`src/rtl/exec_cc_stage.sv`:
```
// exec_cc_stage: execute-stage register with CC (ZF/SF/OF), branch/cmov condition and valid/ready handoff.
//   clk, rst_n (sync, active-low); upstream in_valid/in_ready, in_icode/in_ifun/in_stat,
//   alu_result/alu_overflow, in_valA, in_dstE/in_dstM; cc_hold, flush; downstream out_valid/out_ready,
//   out_icode/out_stat/out_valE/out_valA/out_dstE/out_dstM/out_cnd; cc_zf/cc_sf/cc_of; retire_cnt.
//   Define STAT_HALT_EN to stop the stage after a non-AOK bundle is handed downstream.
module exec_cc_stage (
  input  logic        clk,
  input  logic        rst_n,
  input  logic        in_valid,
  output logic        in_ready,
  input  logic [3:0]  in_icode,
  input  logic [3:0]  in_ifun,
  input  logic [2:0]  in_stat,
  input  logic [63:0] alu_result,
  input  logic        alu_overflow,
  input  logic [63:0] in_valA,
  input  logic [3:0]  in_dstE,
  input  logic [3:0]  in_dstM,
  input  logic        cc_hold,
  input  logic        flush,
  output logic        out_valid,
  input  logic        out_ready,
  output logic [3:0]  out_icode,
  output logic [2:0]  out_stat,
  output logic [63:0] out_valE,
  output logic [63:0] out_valA,
  output logic [3:0]  out_dstE,
  output logic [3:0]  out_dstM,
  output logic        out_cnd,
  output logic        cc_zf,
  output logic        cc_sf,
  output logic        cc_of,
  output logic [31:0] retire_cnt
);
  typedef enum logic [1:0] {IDLE, FULL, HALT, HALTED} state_t;
  state_t state, acc_state;
  logic cnd, flush_eff, accept, cc_upd;
  assign in_ready  = state == IDLE | (state == FULL & out_ready);
  assign flush_eff = flush & state != HALTED;
  assign accept    = in_valid & in_ready & !flush;
  assign cc_upd    = accept & in_icode == 4'd6 & in_stat == 3'd1 & !cc_hold;
`ifdef STAT_HALT_EN
  assign acc_state = in_stat != 3'd1 ? HALT : FULL;
`else
  assign acc_state = FULL;
`endif
  // condition is taken from the CC value before this bundle's own update
  always_comb begin
    cnd = 1'b0;
    case (in_ifun)
      4'd0: cnd = 1'b1;
      4'd1: cnd = (cc_sf ^ cc_of) | cc_zf;
      4'd2: cnd = cc_sf ^ cc_of;
      4'd3: cnd = cc_zf;
      4'd4: cnd = !cc_zf;
      4'd5: cnd = !(cc_sf ^ cc_of);
      4'd6: cnd = !(cc_sf ^ cc_of) & !cc_zf;
      default: cnd = 1'b0;
    endcase
  end
  always_ff @(posedge clk) begin
    if (!rst_n) begin
      state      <= IDLE;
      out_valid  <= 1'b0;
      out_icode  <= '0;
      out_stat   <= '0;
      out_valE   <= '0;
      out_valA   <= '0;
      out_dstE   <= 4'hF;
      out_dstM   <= 4'hF;
      out_cnd    <= 1'b0;
      cc_zf      <= 1'b1;
      cc_sf      <= 1'b0;
      cc_of      <= 1'b0;
      retire_cnt <= '0;
    end else if (flush_eff) begin
      state     <= IDLE;
      out_valid <= 1'b0;
    end else begin
      if (out_valid & out_ready)
        retire_cnt <= retire_cnt + 32'd1;
      if (accept) begin
        state     <= acc_state;
        out_valid <= 1'b1;
        out_icode <= in_icode;
        out_stat  <= in_stat;
        out_valE  <= alu_result;
        out_valA  <= in_valA;
        out_dstM  <= in_dstM;
        out_dstE  <= (in_icode == 4'd2 & !cnd) ? 4'hF : in_dstE;
        out_cnd   <= (in_icode == 4'd2 | in_icode == 4'd7) & cnd;
      end else if (out_valid & out_ready) begin
        state     <= state == HALT ? HALTED : IDLE;
        out_valid <= 1'b0;
      end
      if (cc_upd) begin
        cc_zf <= alu_result == 64'd0;
        cc_sf <= alu_result[63];
        cc_of <= alu_overflow;
      end
    end
  end
endmodule
```
`config.mk`:
```
export PLATFORM = sky130hd
export DESIGN_NAME = exec_cc_stage
export DESIGN_NICKNAME = d
export VERILOG_FILES = /design/src/rtl/exec_cc_stage.sv
export SDC_FILE = /design/constraint.sdc
export NUM_CORES = 1
export LEC_CHECK = 0
export BUFFER_PORTS_ARGS = -buffer_cell sky130_fd_sc_hd__buf_2
export CAP_MARGIN = 20
export CORE_MARGIN = 2
export CORE_UTILIZATION = 40
export CTS_BUF_LIST = sky130_fd_sc_hd__clkbuf_4
export DETAILED_ROUTE_END_ITERATION = 10
export GPL_TIMING_DRIVEN = 0
export PLACE_DENSITY = 0.72
export RECOVER_POWER = 25
export SETUP_SLACK_MARGIN = 0.5
export SKIP_LAST_GASP = 1
export SYNTH_ARGS = -nofsm -noshare
export SYNTH_HDL_FRONTEND = slang
export SYNTH_SLANG_ARGS = --single-unit
```
`constraint.sdc`:
```
create_clock -name clk -period 2.45 [get_ports clk]
set_input_delay 0.49 -clock clk [delete_from_list [all_inputs] [get_ports clk]]
set_output_delay 0.49 -clock clk [all_outputs]
set_load 0.05 [all_outputs]
```
==> results.json, run 1 <==
{
  "status": "completed",
  "cts.sink_count": 182,
  "criticalPathCategory": "reg2reg",
  "cts_max_path_buffers": 2,
  "max_slew_margin_pct": 52.86,
  "setup_viol": 0,
  "row_count": 47,
  "async_flop_share_pct": 0,
  "fillers": 1714,
  "fin_ws_ps": 374.1,
  "r2r_start": "state[0]$_SDFFE_PP0P_",
  "synth.distinct_cells": 39,
  "start_util_pct": 41.07,
  "ys.flop_type": "dfxtp_1",
  "ir_worst_vdd_v": 0.0003847,
  "synth_commonest_cells": "nand2_1 (292), dfxtp_1 (182), a21oi_1 (142)",
  "design_area_um2": 9143,
  "dr.pass1.iters": 5,
  "ys_top_cells_by_area": "dfxtp_1 (53%), nand2_1 (16%), a21oi_1 (10%)",
  "gr-total-overflow": 0,
  "cap_violations": 0,
  "max_stage_delay_ps": 550,
  "grt_max_degree": 17,
  "r2r_setup_slack_ps": 370,
  "clock_skew_ps": 20.01,
  "synth-seq-cells": 182,
  "seq_area_frac_synth_pct": 53.30,
  "path_clk_slew_ps": 160,
  "crit_family": "simple AND/OR/NAND/NOR gates",
  "final.min_clock_period_ps": 2076,
  "grtUsageTotal_pct": 24.77,
  "hp-class": "in2reg",
  "die_h_um": 134.7,
  "crit_required_ps": 2900,
  "pwr_density_cell_nw_per_um2": 639.1,
  "syn_nets": 1010,
  "cp-startpoint": "state[0]$_SDFFE_PP0P_",
  "synth_top_cell_by_area": "dfxtp_1",
  "antenna_found_initial": 5,
  "finalPower_w": 0.005843,
  "drtIter0Drc": 311,
  "grt_pass1_wl_mm": 34.96,
  "io_pins": 335,
  "placedCellCount": 1409,
  "syn2layout_area_growth_pct": 33.75,
  "drc": 0,
  "vias": 7118,
  "cp_num_buf_inv": 3,
  "cp_cell_sequence": "nor2b_4, or4b_1, buf_8, clkbuf_1, clkbuf_2, nand2_1, a21oi_1",
  "syn_area_um2": 6835,
  "fin_crit_sh_pct": 84.73,
  "dp_slack_ps": -347.3,
  "routed_wl_mm": 23.00,
  "placed_area_um2": 8801,
  "cp.depth": 7,
  "syn_inst": 855,
  "routabilityCongestion": 0.8818,
  "grt_pass1_vias": 6708,
  "p_leak_nw": 3.947,
  "dp_hpwl_mm": 17.92,
  "die_w_um": 134.7,
  "drive_gt1_share_pct": 28.01,
  "drv_slew": 0,
  "r2r_cells": 7,
  "final_nets": 1370,
  "numCtsBuffers": 17,
  "core-area_um2": 16640,
  "ctsHtreeMaxLevel": 4,
  "cp_max_fo": 10,
  "hold_buffers": 0,
  "io_buffer_count": 334,
  "yosysWarnings": 0,
  "vias_per_cell": 4.899,
  "synth_edf_count": 0,
  "synth.avg_cell_area_um2": 7.995,
  "critPathArrivalTime_ps": 2530,
  "netlist.area_leader.share_pct": 53.30,
  "clock_latency_ps": 570,
  "start_kind": "flip-flop",
  "finalHoldViolCount": 0,
  "stdcell_count": 1453,
  "yosys.cell_count.top_type": "nand2_1",
  "cp-endpoint": "out_valA[43]$_SDFFE_PN0P_",
  "die_area_um2": 18150,
  "postRouteAntennaNets": 0,
  "cts_root_buf": "clkbuf_4",
  "rsz0062_at_grt": "yes",
  "cts_tree": "yes",
  "fmax_mhz": 481.7,
  "avgRoutedWirePerCell_um": 15.83,
  "worst_pin_slew_ps": 700.7,
  "r2r-end": "out_valA[43]$_SDFFE_PN0P_",
  "end_kind": "flip-flop",
  "cp_slowest_cell": "or4b_1"
}
[worst min-delay path, cell delays in order]
cell and delay [ps]:
buf_2 80, nand2_1 40, nand3_1 60
[routing by layer]
| layer | up-vias | part of all wire [%] | GRT usage [%] |
|---|---|---|---|
| met4 | 2 | 3.4 | 10.06 |
| li1 | 3569 | - | - |
| met3 | 50 | 8.1 | 8.371 |
| met5 | - | 0.057 | 0 |
| met2 | 246 | 49 | 42.75 |
| met1 | 3251 | 39 | 28.06 |
[cell usage in the layout (no fill, tap or decap), types with 6 or more instances in the layout]
master | synthesis | routed
dfxtp_2 | 0 | 10
clkbuf_4 | 0 | 23
dfxtp_1 | 182 | 171
nand3_1 | 17 | 17
xnor2_1 | 7 | 7
inv_1 | 6 | 6
nor4_1 | 17 | 16
and4_1 | 7 | 7
clkbuf_2 | 0 | 23
a21oi_1 | 142 | 142
buf_2 | 3 | 257
nand4_1 | 19 | 19
nand2_1 | 292 | 292
xor2_1 | 24 | 24
nor2_1 | 38 | 38
buf_4 | 0 | 6
clkbuf_1 | 52 | 104
[repair_timing]
| action | in CTS | in global routing |
|---|---|---|
| setup buffers | 4 | 3 |
| pin swaps | 2 | 2 |
| endpoints found under the setup margin | 144 | 49 |
| gates resized for setup | 32 | 21 |
[power breakdown]
part	switching [W]	internal, W
Sequential	0.0000543	0.00307
Combinational	0.000744	0.000258
Clock	0.00107	0.000641
Total	0.00187	0.00397
[kinds of logic after synthesis]
group                      Yosys count  share of synthesized area [%]
and+or+nand+nor                    419                          26.65
DFF                                182                          53.30
muxes                                3                         0.4393
xor gates and xnor gates            31                          3.972
adders and majority gates            1                         0.1830
buffers and inverters               63                          3.624
AOI/OAI and AO/OA                  156                          11.83
[sequential cells by signal, summed over array words and instances (netlist names), 2 cells and up]
| register | flops |
|---|---|
| out_valA | 64 |
| out_valE | 64 |
| retire_cnt | 32 |
| out_dstE | 4 |
| out_dstM | 4 |
| out_icode | 4 |
| out_stat | 3 |
| state | 2 |
[layout make-up]
type	instances	area [um2]	area share (%)
sequential	182	3660	40.03
multi-input combinational	610	2977	32.56
timing repair buffer	341	1630	17.83
tap	220	275.3	3.011
buffer	56	274.0	2.997
clock inverter	13	145.1	1.588
clock buffer	19	142.6	1.560
inverter	7	26.28	0.2874
antenna	5	12.51	0.1369
[stage by stage]
step	TNS, ps	utilization [%]	hold WS, ps
after global routing	0	54.88	89.13
after global placement	-15090	52.88	438.0
after floorplan	0	-	463.9
final	0	54.94	128.2
after detailed placement	-22140	52.88	443.2
after CTS	0	55.23	67.22
[worst min path at each step]
stage | from | end | slack (ps) | cells after the start
2_1_floorplan | state[1]$_SDFFE_PP0P_ | state[1]$_SDFFE_PP0P_ | 460 | 2
3_3_place_gp | out_valA[23]$_SDFFE_PN0P_ | out_valA[23]$_SDFFE_PN0P_ | 440 | 2
3_5_place_dp | out_valE[53]$_SDFFE_PN0P_ | out_valE[53]$_SDFFE_PN0P_ | 440 | 2
4_1_cts | in_dstM[3] | out_dstM[3]$_SDFFE_PN1P_ | 70 | 3
5_1_grt | in_valA[39] | out_valA[39]$_SDFFE_PN0P_ | 90 | 3
6_report | in_dstM[3] | out_dstM[3]$_SDFFE_PN1P_ | 130 | 3
No activity file was read; power rests on OpenSTA's default activity.
==> inputs of run 2 (changes only) <==
==> constraint.sdc (replaced) <==
create_clock -name clk -period 2.01 [get_ports clk]
set_input_delay 0.402 -clock clk [delete_from_list [all_inputs] [get_ports clk]]
set_output_delay 0.402 -clock clk [all_outputs]
set_load 0.05 [all_outputs]
==> results.json, run 2 (synthesis results as in run 1) <==
{
  "r2r_cells": 6,
  "reg_top3": "out_valA x64, out_valE x64, retire_cnt x32",
  "crit_required_ps": 2480,
  "cts_max_path_buffers": 2,
  "grtUsageTotal_pct": 29.52,
  "clock_skew_ps": 36.29,
  "vias": 9142,
  "worstHoldStart": "in_valA[61]",
  "vias_per_cell": 5.650,
  "cp_num_buf_inv": 1,
  "gr-total-overflow": 0,
  "io_pins": 335,
  "drc": 0,
  "hold_end": "out_valA[61]$_SDFFE_PN0P_",
  "row_count": 47,
  "numCtsBuffers": 17,
  "fmax_mhz": 500.0,
  "io_buffer_count": 334,
  "finalPower_w": 0.008216,
  "antenna_found_initial": 6,
  "p_int_w": 0.005350,
  "r2r-end": "cc_of$_SDFFE_PN0P_",
  "clock_latency_ps": 630,
  "p_sw_w": 0.002866,
  "final_nets": 1531,
  "rsz0062_at_grt": "yes",
  "ir_worst_vdd_v": 0.0005368,
  "end_kind": "flip-flop",
  "final_cell_mix": "buf_2 (201), nand2_1 (147), nand2_4 (131)",
  "switching_share_pct": 34.89,
  "cp_cell_sequence": "nor2b_4, or4b_4, or4_4, buf_8, mux2i_1, nor2_1",
  "p_leak_nw": 6.400,
  "setup_viol": 0,
  "syn2layout_area_growth_pct": 111.6,
  "max_stage_delay_ps": 540,
  "drv_slew": 0,
  "status": "completed",
  "die_area_um2": 18150,
  "finalHoldViolCount": 0,
  "grt_max_degree": 17,
  "p_comb_share_pct": 26.5,
  "drive_gt1_share_pct": 70.91,
  "final_common_cell": "buf_2",
  "avgRoutedWirePerCell_um": 22.91,
  "worst_pin_slew_ps": 819.0,
  "dp_hpwl_mm": 17.67,
  "criticalPathCategory": "reg2reg",
  "core-area_um2": 16640,
  "cts.sink_count": 182,
  "fin_ws_ps": 9.963,
  "hp-class": "in2reg",
  "r2r_setup_slack_ps": 10,
  "postRouteAntennaNets": 0,
  "die_h_um": 134.7,
  "dp_slack_ps": -285.3,
  "pwr-share-seq_pct": 46.9,
  "crit_family": "simple AND/OR/NAND/NOR gates",
  "final.min_clock_period_ps": 2000,
  "clkPwrFrac_pct": 26.6,
  "fin_hold_ws_ps": 6.358,
  "cp_slowest_cell": "or4_4",
  "fillers": 743,
  "fin_crit_sh_pct": 99.50,
  "max_slew_margin_pct": 45.40,
  "drtIter0Drc": 657,
  "cts_tree": "yes",
  "cap_violations": 0,
  "routed_wl_mm": 37.07,
  "die_w_um": 134.7,
  "dr.pass1.iters": 8,
  "grt_pass1_vias": 7982,
  "grt_pass1_wl_mm": 41.54,
  "start_kind": "flip-flop",
  "path_clk_slew_ps": 190,
  "ctsHtreeMaxLevel": 4,
  "cts_root_buf": "clkbuf_4",
  "pwr_density_cell_nw_per_um2": 568.0,
  "start_util_pct": 41.07,
  "holdPathStages": 3,
  "cp_max_fo": 4,
  "routabilityCongestion": 0.8359,
  "r2r_start": "state[0]$_SDFFE_PP0P_",
  "placedCellCount": 1409,
  "critPathArrivalTime_ps": 2470,
  "stdcell_count": 1618
}
run 2: changes by cell type in the layout (fill, tap and decap cells not counted), sizes merged:
cell / delta
dlygate4sd3: +22
clkinvlp: -2
diode: +4
clkinv: +2
buf: +213
inv: +2
clkbuf: -76
run 2: worst max-delay path by stage:
stage / to / cells after the start / slack (ps) / from
floorplan: out_cnd$_SDFFE_PN0P_ / 6 / 140 / state[0]$_SDFFE_PP0P_
global placement: out_stat[1]$_SDFFE_PN0P_ / 7 / -290 / out_ready
detailed placement: out_stat[1]$_SDFFE_PN0P_ / 7 / -290 / out_ready
CTS: cc_of$_SDFFE_PN0P_ / 6 / 6 / state[0]$_SDFFE_PP0P_
global route: cc_of$_SDFFE_PN0P_ / 6 / -10 / state[0]$_SDFFE_PP0P_
finish: cc_of$_SDFFE_PN0P_ / 6 / 10 / state[0]$_SDFFE_PP0P_
run 2: worst register-to-register path: cells and delay by family, from the launching register on:
family / cells / cell delay (ps)
and+or+nand+nor: 4 / 1230
DFF: 1 / 360
muxes: 1 / 150
buffers and inverters: 1 / 140
run 2: power groups by stage:
stage / sequential (W) / clock (W) / combinational [W]
6_report: 0.00386 / 0.00218 / 0.00218
4_1_cts: 0.00382 / 0.00213 / 0.00167
3_5_place_dp: 0.00388 / 0 / 0.00125
5_1_grt: 0.00386 / 0.00231 / 0.00224
3_3_place_gp: 0.00387 / 0 / 0.00124
2_1_floorplan: 0.00435 / 0 / 0.000325
run 2: metrics by stage:
stage	instance area, um2	setup TNS (ps)	utilization (%)
after floorplan	7073	0	-
after global placement	9020	-26890	54.20
after detailed placement	9020	-27900	54.20
after CTS	12100	0	72.70
after global routing	14460	-21.03	86.90
final	14470	0	86.92
run 2: timing repair:
action / CTS / global route
gates cloned: 18 / 0
buffers inserted: 65 / 63
endpoints found under the hold margin: 21 / 1
resized for setup: 508 / 658
hold buffers: 21 / 1
endpoints found under the setup margin: 361 / 359
pin swaps: 277 / 32
run 2: layout make-up:
type / count / area (um2) / area share [%]
Clock buffer: 17 / 127.6 / 0.8823
Inverter: 7 / 26.28 / 0.1816
Clock inverter: 15 / 148.9 / 1.029
Tap cell: 220 / 275.3 / 1.903
Multi-Input combinational cell: 610 / 4597 / 31.78
Sequential cell: 182 / 4008 / 27.71
Antenna cell: 9 / 22.52 / 0.1557
Timing Repair Buffer: 502 / 4602 / 31.81
Buffer: 56 / 658.1 / 4.550
run 2: metal layers:
metal | global-route usage (%) | vias up | wire length, um
met2 | 51.66 | 631 | 18670
met3 | 7.545 | 186 | 3294
li1 | - | 3917 | -
met1 | 33.74 | 4408 | 12520
met4 | 13.63 | 0 | 2593
met5 | 0 | - | 0
